$ cat src/rtl/seg_scan_driver.sv
// 8-digit 7-segment scan driver: double-buffered frame, registered seg/cat outputs.
// Optional blink support enabled by defining SEG_BLINK_EN.
module seg_scan_driver #(
    parameter int unsigned SCAN_DIV  = 1000,
    parameter int unsigned BLINK_DIV = 8
) (
    input  logic        clk,
    input  logic        rst_n,
    input  logic        disp_en,
    input  logic        load,
    input  logic [31:0] frame_code,
    input  logic [7:0]  frame_blank,
    input  logic [7:0]  frame_dp,
    input  logic [7:0]  blink_mask,
    output logic [7:0]  seg,
    output logic [7:0]  cat,
    output logic        busy,
    output logic        frame_done
);

    localparam int unsigned DIV_W = (SCAN_DIV > 1) ? $clog2(SCAN_DIV) : 1;
    localparam logic [DIV_W-1:0] DIV_LAST = DIV_W'(SCAN_DIV - 1);

    logic [DIV_W-1:0] div_q, div_d;
    logic [2:0]       idx_q, idx_d;
    logic [31:0]      act_code_q, act_code_d, pend_code_q, pend_code_d;
    logic [7:0]       act_blank_q, act_blank_d, pend_blank_q, pend_blank_d;
    logic [7:0]       act_dp_q, act_dp_d, pend_dp_q, pend_dp_d;
    logic             busy_q, busy_d;
    logic [7:0]       seg_q, seg_d;
    logic [7:0]       cat_q, cat_d;

    logic             div_end;
    logic             wrap;
    logic             visible;
    logic [3:0]       cur_code;

    function automatic logic [6:0] hex7(input logic [3:0] code);
        case (code)
            4'h0:    hex7 = 7'h3F;
            4'h1:    hex7 = 7'h06;
            4'h2:    hex7 = 7'h5B;
            4'h3:    hex7 = 7'h4F;
            4'h4:    hex7 = 7'h66;
            4'h5:    hex7 = 7'h6D;
            4'h6:    hex7 = 7'h7D;
            4'h7:    hex7 = 7'h07;
            4'h8:    hex7 = 7'h7F;
            4'h9:    hex7 = 7'h6F;
            4'hA:    hex7 = 7'h77;
            4'hB:    hex7 = 7'h7C;
            4'hC:    hex7 = 7'h39;
            4'hD:    hex7 = 7'h5E;
            4'hE:    hex7 = 7'h79;
            default: hex7 = 7'h71;
        endcase
    endfunction

    assign div_end  = (div_q == DIV_LAST);
    assign wrap     = div_end && (idx_q == 3'd7);
    assign cur_code = act_code_q[{idx_q, 2'b00} +: 4];

`ifdef SEG_BLINK_EN
    localparam int unsigned BLK_W = (BLINK_DIV > 1) ? $clog2(BLINK_DIV) : 1;
    localparam logic [BLK_W-1:0] BLK_LAST = BLK_W'(BLINK_DIV - 1);

    logic [BLK_W-1:0] fcnt_q, fcnt_d;
    logic             phase_q, phase_d;

    always_comb begin
        fcnt_d  = fcnt_q;
        phase_d = phase_q;
        if (wrap) begin
            if (fcnt_q == BLK_LAST) begin
                fcnt_d  = '0;
                phase_d = ~phase_q;
            end else begin
                fcnt_d = fcnt_q + 1'b1;
            end
        end
    end

    always_ff @(posedge clk or negedge rst_n) begin
        if (!rst_n) begin
            fcnt_q  <= '0;
            phase_q <= 1'b1;
        end else begin
            fcnt_q  <= fcnt_d;
            phase_q <= phase_d;
        end
    end

    assign visible = phase_q || !blink_mask[idx_q];
`else
    logic unused_blink;
    assign unused_blink = (^blink_mask) ^ (BLINK_DIV == 0);
    assign visible      = 1'b1;
`endif

    always_comb begin
        div_d        = div_end ? '0 : div_q + 1'b1;
        idx_d        = div_end ? idx_q + 3'd1 : idx_q;
        pend_code_d  = pend_code_q;
        pend_blank_d = pend_blank_q;
        pend_dp_d    = pend_dp_q;
        act_code_d   = act_code_q;
        act_blank_d  = act_blank_q;
        act_dp_d     = act_dp_q;
        busy_d       = busy_q;

        if (load) begin
            pend_code_d  = frame_code;
            pend_blank_d = frame_blank;
            pend_dp_d    = frame_dp;
            busy_d       = 1'b1;
        end

        // A load landing on the wrap edge bypasses the pending buffer.
        if (wrap) begin
            busy_d = 1'b0;
            if (load) begin
                act_code_d  = frame_code;
                act_blank_d = frame_blank;
                act_dp_d    = frame_dp;
            end else if (busy_q) begin
                act_code_d  = pend_code_q;
                act_blank_d = pend_blank_q;
                act_dp_d    = pend_dp_q;
            end
        end

        seg_d = '0;
        cat_d = '1;
        if (disp_en) begin
            cat_d = ~(8'h01 << idx_q);
            if (visible) begin
                seg_d[7]   = act_dp_q[idx_q];
                seg_d[6:0] = act_blank_q[idx_q] ? 7'h00 : hex7(cur_code);
            end
        end
    end

    always_ff @(posedge clk or negedge rst_n) begin
        if (!rst_n) begin
            div_q        <= '0;
            idx_q        <= '0;
            act_code_q   <= '0;
            act_blank_q  <= '1;
            act_dp_q     <= '0;
            pend_code_q  <= '0;
            pend_blank_q <= '1;
            pend_dp_q    <= '0;
            busy_q       <= 1'b0;
            seg_q        <= '0;
            cat_q        <= '1;
        end else begin
            div_q        <= div_d;
            idx_q        <= idx_d;
            act_code_q   <= act_code_d;
            act_blank_q  <= act_blank_d;
            act_dp_q     <= act_dp_d;
            pend_code_q  <= pend_code_d;
            pend_blank_q <= pend_blank_d;
            pend_dp_q    <= pend_dp_d;
            busy_q       <= busy_d;
            seg_q        <= seg_d;
            cat_q        <= cat_d;
        end
    end

    assign seg        = seg_q;
    assign cat        = cat_q;
    assign busy       = busy_q;
    assign frame_done = wrap;

endmodule

$ cat config.mk
export PLATFORM = sky130hd
export DESIGN_NAME = seg_scan_driver
export DESIGN_NICKNAME = d
export VERILOG_FILES = /design/src/rtl/seg_scan_driver.sv
export SDC_FILE = /design/constraint.sdc
export NUM_CORES = 1
export LEC_CHECK = 0
export ABC_AREA = 1
export ABC_CLOCK_PERIOD_IN_PS = 3350
export BUFFER_PORTS_ARGS = -buffer_cell sky130_fd_sc_hd__buf_2
export CAP_MARGIN = 10
export CORE_MARGIN = 1
export CORE_UTILIZATION = 38
export CTS_CLUSTER_DIAMETER = 80
export DETAILED_ROUTE_END_ITERATION = 8
export PLACE_DENSITY = 0.6
export SLEW_MARGIN = 20
export SYNTH_ARGS = -nofsm -noshare
export SYNTH_HDL_FRONTEND = slang
export SYNTH_SLANG_ARGS = --single-unit
export TNS_END_PERCENT = 20
$ cat constraint.sdc
create_clock -name clk -period 3.35 [get_ports clk]
set_input_delay 0.1675 -clock clk [delete_from_list [all_inputs] [get_ports clk]]
set_output_delay 0.1675 -clock clk [all_outputs]
set_load 0.1 [all_outputs]
==> flow_summary_export.csv, run 1 <==
group,metric,value,unit
floorplan,rows,44,
synthesis,synthAdderAreaFrac,0.0286,
min_path,holdPathEnd,"pend_code_q[31]",
floorplan,die_w,124,µm
worst_setup_path,crit_required,3.64,ns
clocking,numCtsBuffers,17,
power,p_sw_frac,0.219,
synthesis,synth_edf_count,0,
sta,tightest_slew,0.976,ns
sta,finalCritPeriodShare,0.802,
sta,fin_skew,0.00773,ns
power,p_int,2.81,mW
floorplan,die_height,124,µm
synthesis,synth-seq-cells,126,
worst_setup_path,slowest_stage,"dfrtp_1",
synthesis,syn_nets,760,
synthesis,yosysTopAreaCell,"dfrtp_1",
power,ir_worst_vdd,0.342,mV
detailed_routing,dr.pass1.iters,4,
worst_setup_path,reg2reg_from,"idx_q[1]",
detailed_routing,drt-initial-drc-count,276,
synthesis,synthFlopType,"dfrtp_1",
synthesis,synth_cell_types,32,
run_status,status,"completed",
grt,grt_pass1_vias,4507,
grt,grt_pass1_wl,20.1,mm
worst_setup_path,crit_fanout,15,
synthesis,async_flop_share,1.00,
clocking,h-tree-depth,4,
min_path,hold_depth,3,
sta,period_needed,2.69,ns
power,pwr-share-seq,0.445,
detailed_routing,via_count,4494,
placement,dp_slack,0.685,ns
synthesis,synth_top_area_share,0.450,
power,p_total,3.59,mW
floorplan,io_pins,78,
detailed_routing,ant_nets,0,
synthesis,synth_area,0.00568,mm²
detailed_routing,wl_met3,363,µm
min_path,hold_path_class,"input port to register",
synthesis,synth.yosys.seq_area_share,0.561,
detailed_routing,highest_layer,"met4",
worst_setup_path,worstSetupPathType,"register to register",
worst_setup_path,worstPathArrival,2.98,ns
power,p_leak,3.65,nW
min_path,min_from,"frame_code[31]",
detailed_routing,wl_met2,5.60,mm
power,power_density,504,mW/mm²
power,p_sw,0.787,mW
synthesis,yosys.area_share.simple,0.249,
detailed_routing,wl_met1,5.44,mm
sta,setup_tns,0,ns
synthesis,synth_top_family_by_area,"simple AND/OR/NAND/NOR gates",
grt,grt_max_degree,97,
worst_setup_path,worstSetupStartpointType,"register",
grt,antenna_found_initial,0,
floorplan,die_area,0.0154,mm²
clocking,clk_path_buf_depth,2,
worst_setup_path,max_stage_delay,0.70,ns
synthesis,synth.most_common_cell,"nand2_1",
clocking,cts_resized,0,
synthesis,syn_inst,687,
synthesis,synth_compound_area_frac,0.0688,
sta,relSlewSlack,0.349,
worst_setup_path,rrSetupSlack,0.66,ns
clocking,cts_sinks,126,
detailed_routing,routed_wl,11.5,mm
clocking,path_clk_slew,0.06,ns
clocking,postCtsSetupRepairBufs,0,
floorplan,core-area,0.0145,mm²
worst_setup_path,path_cells,"inv_1, nand3_1, nand2_1, o21ai_1, inv_1, ha_1, or2_0, a21oi_1, nor2_1",
layout,fill_cells,1449,
placement,gp_congestion,0.813,
sta,setup_violations,0,
detailed_routing,viasPerCell,4.53,
power,power_frac_clock,0.485,
clocking,worstSkewPairLatency,0.41,ns
sta,slew_violations,0,
run,maxCapViolCount,0,
layout,syn2layout_area_growth,25.4,%
sta,rsz0062_at_grt,"no",
layout,num_antenna_cells,0,
sta,hold_viol,0,
layout,layout-drive-gt1-share,0.166,
worst_setup_path,worst_path_most_repeated_cell,"inv_1",
detailed_routing,drcViolationCount,0,
floorplan,start_util,0.391,
placement,hpwl,7.56,mm
synthesis,synth_xor_area_frac,0.00154,
worst_setup_path,regToRegEndpoint,"seg[4]",
worst_setup_path,ff2ff_path_depth,9,
clocking,cts_tree,"yes",
sta,hold-worst-slack,0.0118,ns
placement,port_buffers,69,
layout,nets,869,
detailed_routing,routedWlPerCell,11.6,µm
grt,overflow,0,
synthesis,synth_area_leaders,"dfrtp_1 (45%), nand2_1 (18%), dfstp_2 (11%)",
synthesis,yosysWarnings,0,
synthesis,synth_common_cells,"nand2_1 (279), dfrtp_1 (102), inv_1 (86)",
grt,track_usage,0.159,
synthesis,synthMuxAreaShare,0,
power,comb_power_share,0.070,
worst_setup_path,crit_path_end_kind,"register",
sta,max_freq,372,MHz
synthesis,synth.avg_cell_area,8.26,µm²
sta,fin_ws,0.664,ns
clocking,root_buffer,"clkbuf_16",
## layer usage
metal	vias up	track usage
met5	-	0
met4	0	0.0595
met3	11	0.0397
met2	71	0.272
met1	2080	0.194
li1	2332	-
## stage by stage
stage          utilization  cell area, µm²  std cells
6_report             0.490            7120        993
3_3_place_gp         0.421            6120        917
4_1_cts              0.490            7120        993
2_1_floorplan            -            5680        687
3_5_place_dp         0.421            6120        917
5_1_grt              0.490            7120        993
## sequential cells by signal (all words and copies together), names as in the netlist
register,cells
cat,8
act_dp_q,8
act_code_q,32
seg,8
act_blank_q,8
pend_dp_q,8
pend_blank_q,8
div_q,10
busy,1
pend_code_q,32
idx_q,3
## power groups by stage
stage          clock [mW]  sequential (mW)  combinational, mW
2_1_floorplan           0             1.65             0.0911
3_3_place_gp            0             1.62              0.213
3_5_place_dp            0             1.62              0.217
4_1_cts              1.78             1.60              0.257
5_1_grt              1.83             1.60              0.287
6_report             1.74             1.60              0.250
## timing repair
| item | 4_1_cts | 5_1_grt |
|---|---|---|
| endpoints found under the hold margin | 94 | 0 |
| hold buffers | 44 | 0 |
| setup endpoints to repair | 0 | 0 |
## placed cells by master, fill, tap and decap left out, types with 13 or more instances in the layout
cell type and count:
dfrtp_1 102, ha_1 13, nor2_1 33, nand2_1 279, inv_1 86, o21ai_0 17, nand3_1 28, clkbuf_16 17
o21ai_1 47, buf_2 68, dlygate4sd3_1 44, dfstp_2 24
## logic make-up (layout without fill, tap and decap cells)
kind of cell | count (synthesis) | after routing
compound gates | 75 | 75
simple gates | 355 | 355
buf+inv | 117 | 239
fa+ha+maj | 13 | 13
xor+xnor | 1 | 1
flops | 126 | 126
## area by class of cell
class                      instances  area (µm²)  area share
clock buffer                      24         472      0.0662
clock inverter                     8        92.6      0.0130
inverter                          88         333      0.0467
multi-input combinational        444        1980       0.278
sequential                       126        3180       0.447
tap                              184         230      0.0323
timing repair buffer             119         833       0.117
## how the worst max path moves through the flow
stage               depth (start not counted)    endpoint     start
floorplan                                   7  frame_done  div_q[0]
global placement                            9      seg[4]  idx_q[1]
detailed placement                          9      seg[4]  idx_q[1]
CTS                                         9      seg[4]  idx_q[1]
global route                               11      seg[6]  idx_q[1]
finish                                      9      seg[4]  idx_q[1]
## critical path, delay by kind of cell, from the launching register on
family                   cells  cell delay, ns
flip-flops                   1            0.70
buffers and inverters        2            0.60
AND/OR/NAND/NOR              4            0.58
AO/OA/AOI/OAI                2            0.47
adder cells (fa/ha/maj)      1            0.22
(Power assumes the default switching activity.)
==> run 2: changes to the inputs <==
ABC_CLOCK_PERIOD_IN_PS = 2200   (was 3350)
PLACE_DENSITY = 0.62   (was 0.6)
clock period = 2.2 ns   (was 3.35 ns; I/O delays follow)
==> flow_summary_export.csv, run 2 (synthesized netlist as in run 1, its figures left out) <==
group,metric,value,unit
grt,track_usage,0.174,
worst_setup_path,worstSetupPathType,"register to output port",
clocking,cts_sinks,126,
power,ir_worst_vdd,0.567,mV
placement,dp_slack,0.217,ns
power,p_leak,3.74,nW
clocking,path_clk_slew,0.06,ns
layout,reg_top3,"act_code_q (32), pend_code_q (32), div_q (10)",
clocking,root_buffer,"clkbuf_16",
floorplan,core-area,0.0145,mm²
worst_setup_path,path_buf_inv,3,
sta,tightest_slew,0.625,ns
worst_setup_path,slowest_stage,"dfrtp_1",
sta,finalCritPeriodShare,0.932,
detailed_routing,ant_nets,0,
detailed_routing,routedWlPerCell,12.2,µm
sta,period_needed,2.05,ns
worst_setup_path,crit_required,2.09,ns
floorplan,die_height,124,µm
sta,rsz0062_at_grt,"no",
grt,overflow,0,
detailed_routing,dr.pass1.iters,5,
layout,final_core_util,0.506,
min_path,hold_path_class,"input port to register",
worst_setup_path,crit_path_end_kind,"output port",
worst_setup_path,crit_family,"buffers and inverters",
sta,max_freq,487,MHz
grt,grt_pass1_vias,4362,
worst_setup_path,worst_path_most_repeated_cell,"ha_1",
clocking,numCtsBuffers,17,
floorplan,io_pins,78,
placement,gp_congestion,0.826,
grt,grt_max_degree,97,
detailed_routing,routed_wl,12.3,mm
run,maxCapViolCount,0,
sta,hold_viol,0,
sta,setup_violations,0,
floorplan,start_util,0.391,
placement,hpwl,8.13,mm
clocking,clk_path_buf_depth,2,
layout,final_common_cell,"nand2_1",
worst_setup_path,max_stage_delay,0.42,ns
layout,layout-drive-gt1-share,0.184,
sta,relSlewSlack,0.584,
layout,final_cell_mix,"nand2_1 (279), dfrtp_1 (102), inv_1 (85)",
run_status,status,"completed",
detailed_routing,drcViolationCount,0,
placement,port_buffers,69,
worst_setup_path,ff2ff_path_depth,13,
clocking,h-tree-depth,4,
worst_setup_path,crit_cells,6,
power,power_density,760,mW/mm²
worst_setup_path,crit_fanout,19,
worst_setup_path,worstPathArrival,1.94,ns
floorplan,die_area,0.0154,mm²
layout,syn2layout_area_growth,29.4,%
floorplan,rows,44,
worst_setup_path,path_cells,"buf_6, ha_1, ha_1, inv_1, nor2_2, buf_12",
sta,slew_violations,0,
layout,num_antenna_cells,0,
clocking,worstSkewPairLatency,0.42,ns
floorplan,die_w,124,µm
layout,nets,885,
detailed_routing,via_count,4535,
sta,fin_skew,0.00961,ns
grt,antenna_found_initial,0,
worst_setup_path,worstSetupStartpointType,"register",
grt,grt_pass1_wl,21.2,mm
clocking,cts_tree,"yes",
sta,fin_ws,0.149,ns
detailed_routing,viasPerCell,4.49,
sta,setup_tns,0,ns
min_path,hold_depth,3,
detailed_routing,drt-initial-drc-count,279,
## run 2: cell types whose count changed in the layout (fill, tap and decap cells not counted), sizes merged
cell	previous run	this run
buf	75	85
dlygate4sd3	44	50
clkbuf	24	19
clkinvlp	1	4
clkinv	5	7
## run 2: final timing paths
check	from	end	slack [ns]
min reg2reg	pend_code_q[19]	pend_code_q[19]	0.47
min in group asynchronous	rst_n	pend_code_q[20]	0.26
max reg2reg	idx_q[0]	seg[3]	0.25
max in group asynchronous	rst_n	pend_blank_q[3]	1.24
min	load	pend_blank_q[2]	0.1
max	idx_q[0]	frame_done	0.15
## run 2: metrics by stage
stage / cell area (µm²) / instances / hold slack (ns) / total power [mW]
after floorplan: 5680 / 687 / -0.186 / 2.66
after global placement: 6240 / 926 / 0.173 / 2.81
after detailed placement: 6240 / 926 / 0.173 / 2.82
after CTS: 7330 / 1008 / 0.0878 / 5.66
after global routing: 7350 / 1009 / 0.116 / 5.80
final: 7350 / 1009 / 0.0956 / 5.58
## run 2: worst min-delay path, delay by kind of cell
family / cells / cell delay, ns
simple gates: 2 / 0.17
buf+inv: 1 / 0.22
## run 2: power breakdown
group	internal, mW	switching (mW)
Combinational	0.155	0.250
Sequential	2.41	0.0213
Clock	1.70	1.04
Total	4.27	1.32
## run 2: final cells by class
| type | count | area (µm²) |
|---|---|---|
| clock inverter | 13 | 141 |
| sequential | 126 | 3180 |
| timing repair buffer | 135 | 1020 |
| fill | 1418 | 7190 |
| multi-input combinational | 444 | 1990 |
| tap | 184 | 230 |
| inverter | 88 | 337 |
| clock buffer | 19 | 443 |
## run 2: repair_timing
| action | in CTS | in global routing |
|---|---|---|
| buffers inserted | 0 | 1 |
| endpoints found under the setup margin | 1 | 5 |
| hold buffers | 50 | 0 |
| resized for setup | 1 | 4 |
| endpoints found under the hold margin | 92 | 0 |
## run 2: layer usage
layer	up-vias	global-route usage	routed length (µm)	part of all wire
met5	-	0	0	0
met4	0	0.0666	163	0.013
met3	11	0.0470	370	0.030
met2	63	0.273	5770	0.47
met1	2102	0.228	5980	0.49
li1	2359	-	-	-
